`config.mk`:
```
export PLATFORM = sky130hd
export DESIGN_NAME = pipe_addsub
export DESIGN_NICKNAME = d
export VERILOG_FILES = /design/src/rtl/pipe_addsub.sv
export SDC_FILE = /design/constraint.sdc
export NUM_CORES = 1
export LEC_CHECK = 0
export ABC_AREA = 1
export CAP_MARGIN = 20
export CORE_UTILIZATION = 45
export CTS_CLUSTER_DIAMETER = 30
export DETAILED_ROUTE_END_ITERATION = 16
export HOLD_SLACK_MARGIN = 0.06
export PLACE_DENSITY = 0.83
export SLEW_MARGIN = 20
export SYNTH_ARGS = -nofsm -noshare
export SYNTH_HDL_FRONTEND = slang
export SYNTH_SLANG_ARGS = --single-unit
```
`constraint.sdc`:
```
create_clock -name clk -period 3.4 [get_ports clk]
set_input_delay 0.68 -clock clk [delete_from_list [all_inputs] [get_ports clk]]
set_output_delay 0.68 -clock clk [all_outputs]
set_load 0.01 [all_outputs]
```
`src/rtl/pipe_addsub.sv`:
```
// Pipelined add/subtract unit: the carry chain is cut into STAGES equal slices, one per cycle,
// with carry/overflow/zero flags, a valid tag, and stall/flush hooks for the hazard unit.
module pipe_addsub #(
    parameter int WIDTH  = 32,  // must be a multiple of STAGES
    parameter int STAGES = 2    // 1..8
) (
    input  logic             clk,
    input  logic             rst,
    input  logic             in_valid,
    input  logic             stall,
    input  logic             flush,
    input  logic [1:0]       op,
    input  logic             cin,
    input  logic [WIDTH-1:0] inp1,
    input  logic [WIDTH-1:0] inp2,
    output logic             out_valid,
    output logic [WIDTH-1:0] out,
    output logic             cout,
    output logic             ovf,
    output logic             zero
);

    localparam int SW   = WIDTH / STAGES;
    localparam int MSB  = WIDTH - 1;
    localparam int LAST = STAGES - 1;

    // One in-flight slot: A and B' travel whole (upper slices still to be added, MSBs for ovf),
    // sum fills in slice by slice, c is the carry into the next slice.
    typedef struct packed {
        logic             vld;
        logic             c;
        logic [WIDTH-1:0] a;
        logic [WIDTH-1:0] b;
        logic [WIDTH-1:0] sum;
    } stage_t;

    function automatic stage_t add_slice(input stage_t s, input int k);
        stage_t     res;
        logic [SW:0] slice;
        res   = s;
        slice = {1'b0, s.a[k*SW +: SW]} + {1'b0, s.b[k*SW +: SW]} + {{SW{1'b0}}, s.c};
        res.sum[k*SW +: SW] = slice[SW-1:0];
        res.c               = slice[SW];
        return res;
    endfunction

    logic [WIDTH-1:0] w_b0;
    logic             w_c0;
    stage_t           w_st  [STAGES];  // input of stage k
    stage_t           w_res [STAGES];  // output of stage k
    stage_t           w_fin;

    // Subtraction is A + ~B + 1; op 11 lets the caller chain a borrow through cin instead.
    assign w_b0 = op[0] ? ~inp2 : inp2;
    assign w_c0 = (op == 2'b01) ? 1'b1 : (op[1] ? cin : 1'b0);

    assign w_st[0] = '{vld: in_valid, c: w_c0, a: inp1, b: w_b0, sum: '0};

    for (genvar k = 0; k < STAGES; k++) begin : g_stage
        assign w_res[k] = add_slice(w_st[k], k);

        // The last slice feeds the output registers directly, so only STAGES-1 slot registers exist.
        if (k < LAST) begin : g_pipe
            stage_t r_st;

            always_ff @(posedge clk) begin
                if (rst) begin
                    r_st <= '0;
                end else if (flush) begin
                    r_st.vld <= 1'b0;
                end else if (!stall) begin
                    // NOTE: payload is captured only for valid slots; a bubble just clears vld,
                    // so the datapath does not toggle on idle cycles.
                    if (w_res[k].vld) begin
                        r_st <= w_res[k];
                    end else begin
                        r_st.vld <= 1'b0;
                    end
                end
            end

            assign w_st[k+1] = r_st;
        end
    end

    assign w_fin = w_res[LAST];

    // Result registers keep the last completed result across bubbles and flushes.
    always_ff @(posedge clk) begin
        if (rst) begin
            out_valid <= 1'b0;
            out       <= '0;
            cout      <= 1'b0;
            ovf       <= 1'b0;
            zero      <= 1'b0;
        end else if (flush) begin
            out_valid <= 1'b0;
        end else if (!stall) begin
            out_valid <= w_fin.vld;
            if (w_fin.vld) begin
                out  <= w_fin.sum;
                cout <= w_fin.c;
                ovf  <= (w_fin.a[MSB] == w_fin.b[MSB]) && (w_fin.sum[MSB] != w_fin.a[MSB]);
                zero <= (w_fin.sum == '0);
            end
        end
    end

endmodule
```
# == Yosys cells after proc, flatten, opt, wreduce, memory -nomap -nowiden ==
# Index checks and enable logic that the tools add are counted.
# word_totals
reg_bits,118
out_inout_bits,36
# classes
n_addsub,4
eq_ne,3
n_mux,4
bitwise,3
reduce_logical,5
# op_table
operator,count
adder 16 x 16 -> 17 bit,2
adder 17 x 1 -> 17 bit,2
logical NOT 32 bit,1
2-to-1 mux 32 bit,1
NOT 32 bit,1
AND reduction 3 bit,2
2-to-1 mux 1 bit,3
"== test 2 x 1 -> 1 bit, second input constant",1
NOT 1 bit,2
OR reduction 2 bit,1
== test 1 bit,1
logical AND 1 bit,1
!= test 1 bit,1

# == Depth between registers and ports, before layout ==
# Gate-level depths: netlist (run 1).
# logic_depth
word_depth,4
depth_mapped,16
depth_no_buf,14

# == Worst setup path before layout (run 1) ==
# OpenSTA, ideal clock, no wires.
# synth_timing
kind,input port to flip-flop
startpoint,input port op[0]
endpoint,register g_stage[0].g_pipe.r_st[12] (netlist name)
setup_time_ns,0.109
arrival_time_ns,2.955
t_required_ns,3.291
path_slack_ns,0.335
path_stages,15
n_path_buf,2
cell_sequence,clkbuf_1 > buf_2 > xor2_1 > fa_1 > fa_1 > nand3_1 > nand2_1 > a21oi_2 > o21bai_1 > nand2_1 > nand2_1 > a21oi_1 > o21ai_1 > nand2_1 > inv_1
# synth_via
elab_chain_cells,3
word_cells_on_any_way,5
cone_classes,2 x add/sub; 1 x eq/ne; 2 x mux
# synth_lines
element,line_no,rtl
"start, declared",12,"input logic [1:0] op,"
2-to-1 mux 32 bit or == test 2 x 1 -> 1 bit (tied branches),"54, 55",
adder 16 x 16 -> 17 bit or 2-to-1 mux 1 bit (tied branches),"41, 55",
adder 17 x 1 -> 17 bit (*),41,"slice = {1'b0, s.a[k*SW +: SW]} + {1'b0, s.b[k*SW +: SW]} + {{SW{1'b0}}, s.c};"
"end signal, assigned",75,r_st <= w_res[k];
"end, declared",64,stage_t r_st;
# Every way passes the cells marked *; elsewhere a longest branch is shown, timed or not.
# A chain may end at the register's enable or synchronous reset.

# == Worst setup path in the final report (run 1) ==
# layout_timing
startpoint,input port op[1]
endpoint,register g_stage[0].g_pipe.r_st[12] (netlist name)
# layout_via
elab_chain_cells,3
word_cells_on_any_way,4
cone_classes,1 x add/sub; 1 x eq/ne; 2 x mux
# layout_lines
element,line_no,rtl
== test 2 x 1 -> 1 bit or 2-to-1 mux 1 bit (tied branches),55,assign w_c0 = (op == 2'b01) ? 1'b1 : (op[1] ? cin : 1'b0);
2-to-1 mux 1 bit (*),55,
adder 17 x 1 -> 17 bit (*),41,
# Marked as above.

==> results of run 1 <==
==> stage by stage <==
| stage | power, uW | worst slack, ns | cell area (sq um) | std cells | hold slack (ns) |
|---|---|---|---|---|---|
| 6_report | 2520 | 0.367 | 6590 | 980 | 0.452 |
| 4_1_cts | 2530 | 0.368 | 6590 | 980 | 0.459 |
| 5_1_grt | 2650 | 0.176 | 6590 | 980 | 0.490 |
| 3_3_place_gp | 1620 | 0.0636 | 6320 | 964 | 0.440 |
| 2_1_floorplan | 1430 | 0.335 | 5110 | 735 | 0.440 |
| 3_5_place_dp | 1630 | 0.0287 | 6320 | 964 | 0.451 |
==> state kept, by name, summed over array words and instances, names as in the netlist <==
name,cells
out_valid,1
cout,1
out,32
zero,1
g_stage.g_pipe.r_st,50
ovf,1
==> power breakdown <==
group / leakage (uW) / internal (uW) / switching, uW
combinational: 0.00230 / 248 / 291
clock: 0.000129 / 499 / 412
sequential: 0.000700 / 1050 / 25.1
total: 0.00313 / 1790 / 728
==> kinds of logic after synthesis <==
logic type | synth area share
DFF | 0.337
xor gates and xnor gates | 0.0754
muxes | 0.00220
buffers and inverters | 0.0980
and+or+nand+nor | 0.224
AOI/OAI and AO/OA | 0.174
adders and majority gates | 0.0892
==> tightest hold or removal path: cells and delay by family (launching register included) <==
| kind | cells | cell delay [ns] |
|---|---|---|
| DFF | 1 | 0.31 |
| and+or+nand+nor | 1 | 0.05 |
| AOI/OAI and AO/OA | 1 | 0.05 |
==> synth_stat cells <==
cell and n:
nand2_1 139, inv_1 100, dfxtp_1 86, nor2_1 80, o21ai_0 76, a21oi_1 68
ha_1 30, nand3_1 29, xnor2_1 22, xor2_1 22, clkbuf_1 19, o211ai_1 11
buf_2 10, nand4_1 6, fa_1 4, nor3_1 4, a21oi_2 3, nand2_2 3
nand3_2 3, nand3b_1 3, a31oi_1 2, and2_1 2, nor2_2 2, a2111oi_0 1
a21o_1 1, and3_2 1, clkinv_1 1, mux2_2 1, nor2_4 1, o211a_1 1
o21ai_1 1, o21bai_1 1, o31ai_1 1, or2_2 1
==> area by class of cell <==
| cell class | count | share of cell area |
|---|---|---|
| sequential | 86 | 0.261 |
| clock inverter | 6 | 0.00702 |
| multi-input combinational | 519 | 0.439 |
| timing repair buffer | 118 | 0.174 |
| inverter | 101 | 0.0575 |
| tap | 140 | 0.0266 |
| clock buffer | 10 | 0.0347 |
==> layer usage <==
layer / wire, microns / part of all wire / up-vias
met5: 0 / 0 / -
met4: 167 / 0.013 / 0
met3: 560 / 0.044 / 12
met2: 5730 / 0.45 / 155
met1: 6180 / 0.49 / 2250
li1: - / - / 2574
==> final timing paths <==
| check | startpoint | end | slack [ns] |
|---|---|---|---|
| worst min register to register | out_valid$_SDFFE_PP0N_ | out_valid$_SDFFE_PP0N_ | 0.45 |
| worst max-delay path | op[1] | g_stage[0].g_pipe.r_st[12]$_SDFFE_PP0P_ | 0.37 |
| worst min-delay path | out_valid$_SDFFE_PP0N_ | out_valid$_SDFFE_PP0N_ | 0.45 |
| worst max register to register | g_stage[0].g_pipe.r_st[48]$_SDFFE_PP0P_ | zero$_SDFFE_PP0P_ | 1.02 |
==> summary.md, run 1 <==
| Metric | Value |
|---|---|
| Outcome | `completed` |
| LEAKAGE | `around 0.0031 uW` |
| Clock buffer depth | `2` |
| CP Depth | `14` |
| Clock sink total | `86` |
| Nets | `between 900 and 1000` |
| Post-CTS Setup Repair Bufs | `0` |
| H-tree Lvls | `3` |
| Layout Utilization | `0.603` |
| Min Clock Period, post-route | `roughly 3 ns` |
| Hold depth | `2` |
| Number of port buffers | `about 110` |
| # diodes | `0` |
| Max Freq | `330 MHz` |
| Buf/Inv on CP | `2` |
| Top Ports | `between 100 and 150` |
| Core Rows | `38` |
| RePlAce Congestion | `between 0.9 and 1` |
| Seq. cell area | `about 1700 sq um` |
| Hold_buf cts | `0` |
| Slew Limit Headroom | `0.534` |
| Die width | `approximately 110 microns` |
| Peak supply drop | `0.251 mV` |
| Met3 usage | `0.0368` |
| Measured slew at the worst slew-check pin | `around 0.7 ns` |
| Die area | `11800 sq um` |
| Clock Skew | `just over 0.006 ns` |
| Remaining antenna violation count | `0` |
| Drt drc | `0` |
| Hold Crit Class | `register to register` |
| Most common cell after layout, fill and taps aside | `nand2_1` |
| Netlist Area Pre-Place | `5110 sq um` |
| Vias in the first global route | `roughly 4600` |
| Worst r2r path cells | `11` |
| Area grow syn2layout | `29.1%` |
| Die Ht | `between 100 and 150 microns` |
| Post-cts resize count | `0` |
| Max-Cap Viols | `0` |
| Via count | `approximately 5000` |
| Core area | `approximately 11000 sq um` |
| Cell with the largest stage delay on the worst path | `clkdlybuf4s50_1` |
| Worst path required time | `about 3.6 ns` |
| WL per Instance | `approximately 13 microns` |
| Post-synth top area cell | `dfxtp_1` |
| Initial DRC count | `293` |
| Final hold vios | `0` |
| Average vias per placed instance | `around 5.1` |
| Critical path's most frequent cell | `nand2_1` |
| Synthesized area per cell | `around 7 sq um` |
| Fraction of layout cells with a size suffix above 1 | `0.0512` |
| Synth top area cells | `dfxtp_1 34%, nand2_1 10%, o21ai_0 7.4%, ha_1 7.3%, inv_1 7.3%` |
| Setup Viol. Count Final | `0` |
| Num CTS Buffers | `9` |
| Syn Nets | `between 800 and 900` |
| DRT Pass-1 Iters | `5` |
| Fill count | `approximately 1000` |
| CP max FO | `4` |
| GRT Util Overall | `0.226` |
| Clock root buffer | `clkbuf_16` |
| Area of the multi-input gates | `approximately 2900 sq um` |
| DP HPWL | `a little under 10000 microns` |
| Setup CP Type | `input pin to register` |
| Startpoint types | `input pin` |
| Met1 usage | `0.313` |
| Most Crowded Layer GR | `met2` |
| Global routing usage on met2 | `0.361` |
| Worst path max stage delay | `~0.47 ns` |
| Post-synthesis sequential area ratio | `0.337` |
| Crit-path cells | `clkdlybuf4s50_1, mux2_2, fa_1, fa_1, nand3_1, nand2_1, a21oi_2, o21bai_1, nand2_1, nand2_1, a21oi_1, o21ai_1, nand2_1, inv_1` |
| Final TNS setup | `0 ns` |
| Most frequent cells in the layout | `139 x nand2_1, 106 x clkdlybuf4s50_1, 100 x inv_1` |
| RSZ-0062 raised after global routing | `no` |
| Syn Inst Count | `around 740` |
| Yosys warns | `0` |
| Yosys top cell area share | `0.337` |
| Power per standard cell area | `382 nW/um^2` |
| Routed wire length | `12600 microns` |
| Grt ovf | `0` |
| Max-slew violations | `0` |
| Netlist cell types | `34` |
| Worst-Skew Late Latency | `0.33 ns` |
| Reg clk slew, reported paths | `0.06 ns` |
| First-pass GRT wire length | `between 20000 and 25000 microns` |
| Yosys reg bits | `between 80 and 90` |
| Initial core utilization | `0.467` |
| CP endpoint kind | `register` |
| Largest net degree at the start of global routing | `60` |
| CP delay by family, top | `adder cells` |
| Initial antenna violation count | `0` |
| CP arrival | `between 3 and 4 ns` |
| CTS tree | `built` |
| Final period util | `0.892` |
Note: power is estimated with default switching activity, not from simulation.
==> run 2, diff against run 1 <==
- CTS_BUF_LIST: default -> sky130_fd_sc_hd__clkbuf_16
- GPL_TIMING_DRIVEN: default -> 0
- SKIP_CTS_REPAIR_TIMING: default -> 1
==> summary.md, run 2 (synthesized netlist as in run 1, its figures left out) <==
| Metric | Value |
|---|---|
| CP max FO | `4 (unchanged)` |
| Initial DRC count | `401 (+37%)` |
| Max-Cap Viols | `0 (unchanged)` |
| Num CTS Buffers | `9 (unchanged)` |
| DRT Pass-1 Iters | `5 (unchanged)` |
| Max-slew violations | `0 (unchanged)` |
| Critical Path Source | `op[1]` |
| LEAKAGE | `0.00316 uW (+1.0%)` |
| Setup CP Type | `input pin to register` |
| First-pass GRT wire length | `21900 microns (+3.9%)` |
| Clock power share | `0.399 (+0.038)` |
| Min Clock Period, post-route | `3.12 ns (+0.0867 ns)` |
| Setup Viol. Count Final | `0 (unchanged)` |
| Worst-Skew Late Latency | `0.34 ns (about the same)` |
| Vias in the first global route | `4670 (+1.7%)` |
| Final hold vios | `0 (unchanged)` |
| GRT Util Overall | `0.238 (+0.0115)` |
| WL per Instance | `13.5 microns (+4.5%)` |
| Switching power share of the total | `0.278 (-0.0106)` |
| RSZ-0062 raised after global routing | `no` |
| Share of power burned in registers | `0.399 (-0.026)` |
| Final period util | `0.918 (+0.0255)` |
| CTS tree | `built` |
| Initial antenna violation count | `0 (unchanged)` |
| Die area | `11800 sq um (unchanged)` |
| Average vias per placed instance | `5.10 (about the same)` |
| Largest regs | `g_stage.g_pipe.r_st (50), out (32)` |
| Startpoint types | `input pin` |
| Buf/Inv on CP | `2 (unchanged)` |
| Core area | `10900 sq um (unchanged)` |
| Max Freq | `320 MHz (-2.8%)` |
| Clock root buffer | `clkbuf_16` |
| Worst r2r path cells | `11 (unchanged)` |
| Clock sink total | `86 (unchanged)` |
| Final non-filler cell total | `996 (+1.6%)` |
| Max reg flops | `50 (unchanged)` |
| Grt ovf | `0 (unchanged)` |
| Reg-to-reg slack, setup | `0.96 ns (-0.06 ns)` |
| # diodes | `0 (unchanged)` |
| WHS Endpoint | `out_valid$_SDFFE_PP0N_` |
| Fraction of layout cells with a size suffix above 1 | `0.0467 (-0.00446)` |
| CP arrival | `3.36 ns (+0.09 ns)` |
| Hold depth | `2 (unchanged)` |
| Worst R2R Start | `g_stage[0].g_pipe.r_st[48]$_SDFFE_PP0P_` |
| Final TNS setup | `0 ns (unchanged)` |
| Routed wire length | `13400 microns (+6.3%)` |
| Crit-path cells | `clkdlybuf4s50_1, mux2_2, fa_1, fa_1, nand3_1, nand2_1, a21oi_2, o21ai_0, xnor2_1, nand2_1, o211ai_1, inv_1` |
| Clock Skew | `0.00848 ns (+0.00236 ns)` |
| Top Ports | `108 (unchanged)` |
| Slew Limit Headroom | `0.665 (+0.131)` |
| CP endpoint kind | `register` |
| CP delay by family, top | `adder cells` |
| Measured slew at the worst slew-check pin | `0.503 ns (-0.196 ns)` |
| Core Rows | `38 (unchanged)` |
| Combinational Power Share | `0.202 (-0.012)` |
| DP HPWL | `10600 microns (+8.2%)` |
| Cell with the largest stage delay on the worst path | `clkdlybuf4s50_1` |
| Internal | `1940 uW (+8.1%)` |
| Via count | `5075 (+1.7%)` |
| Outcome | `completed` |
| Worst path required time | `3.64 ns (about the same)` |
| Hold_ws | `0.456 ns (+0.00409 ns)` |
| Die Ht | `109 microns (unchanged)` |
| Most common cell after layout, fill and taps aside | `nand2_1` |
| FF-to-FF End | `zero$_SDFFE_PP0P_` |
| Drt drc | `0 (unchanged)` |
| NetSw | `747 uW (+2.6%)` |
| Hold Crit Class | `register to register` |
| Nets | `957 (+1.7%)` |
| Largest net degree at the start of global routing | `16 (-73%)` |
| Initial core utilization | `0.467 (unchanged)` |
| Reg clk slew, reported paths | `0.07 ns (about the same)` |
| Clock buffer depth | `2 (unchanged)` |
| RePlAce Congestion | `0.881 (-3.6%)` |
| H-tree Lvls | `3 (unchanged)` |
| Peak supply drop | `0.263 mV (+4.8%)` |
| Number of port buffers | `105 (-1.9%)` |
| Placed Cells | `980 (+1.7%)` |
| Power per standard cell area | `403 nW/um^2 (+5.5%)` |
| Worst path max stage delay | `0.46 ns (about the same)` |
| Power Total | `2680 uW (+6.5%)` |
| Area grow syn2layout | `30.3%` |
| Die width | `109 microns (unchanged)` |
| Most frequent cells in the layout | `139 x nand2_1, 105 x clkdlybuf4s50_1, 101 x inv_1` |
| Remaining antenna violation count | `0 (unchanged)` |
| Worst Min Path Start | `out_valid$_SDFFE_PP0N_` |
| Layout Utilization | `0.609 (+0.00583)` |
| Largest Register | `g_stage.g_pipe.r_st` |
## run 2: cell types whose count changed in the layout (fill, tap and decap cells not counted), moves of 2 or more
cell       before  now
buf_2           1   10
buf_4          11    0
bufinv_16       0    2
clkbuf_1        1   19
## run 2: cell type report
| type | instances | area (sq um) |
|---|---|---|
| clock inverter | 7 | 97.6 |
| sequential | 86 | 1720 |
| inverter | 101 | 379 |
| buffer | 29 | 121 |
| tap | 140 | 175 |
| clock buffer | 9 | 225 |
| fill | 996 | 4280 |
| multi-input combinational | 519 | 2890 |
| timing repair buffer | 105 | 1050 |
## run 2: per-stage QoR
| stage | setup WS (ns) | area, sq um |
|---|---|---|
| after CTS | 0.253 | 6660 |
| final | 0.280 | 6660 |
| after floorplan | 0.335 | 5110 |
| after global placement | -0.0400 | 6330 |
| after global routing | 0.0118 | 6660 |
| after detailed placement | -0.0944 | 6330 |
## run 2: power by group through the flow
stage	Combinational [uW]	Clock, uW	Sequential [uW]
6_report	544	1070	1070
5_1_grt	609	1110	1070
4_1_cts	542	1070	1070
3_5_place_dp	537	0	1090
3_3_place_gp	528	0	1090
2_1_floorplan	342	0	1090
## run 2: worst max path at each step
stage	endpoint	slack, ns	cells past startpoint
6_report	g_stage[0].g_pipe.r_st[8]$_SDFFE_PP0P_	0.28	12
4_1_cts	g_stage[0].g_pipe.r_st[8]$_SDFFE_PP0P_	0.25	13
5_1_grt	g_stage[0].g_pipe.r_st[12]$_SDFFE_PP0P_	0.01	15
2_1_floorplan	g_stage[0].g_pipe.r_st[12]$_SDFFE_PP0P_	0.34	15
3_5_place_dp	g_stage[0].g_pipe.r_st[8]$_SDFFE_PP0P_	-0.09	13
3_3_place_gp	g_stage[0].g_pipe.r_st[8]$_SDFFE_PP0P_	-0.04	12
## run 2: layer usage
metal  wire (microns)  track usage  vias up
met3              884       0.0404       13
met2             6150        0.399      165
met5                0            0        -
met1             6210        0.316     2293
li1                 -            -     2604
met4              181       0.0579        0
## run 2: worst min-delay path, delay by kind of cell (launching register included)
kind | cells | cell delay (ns)
flops | 1 | 0.31
simple gates | 1 | 0.05
compound gates | 1 | 0.05
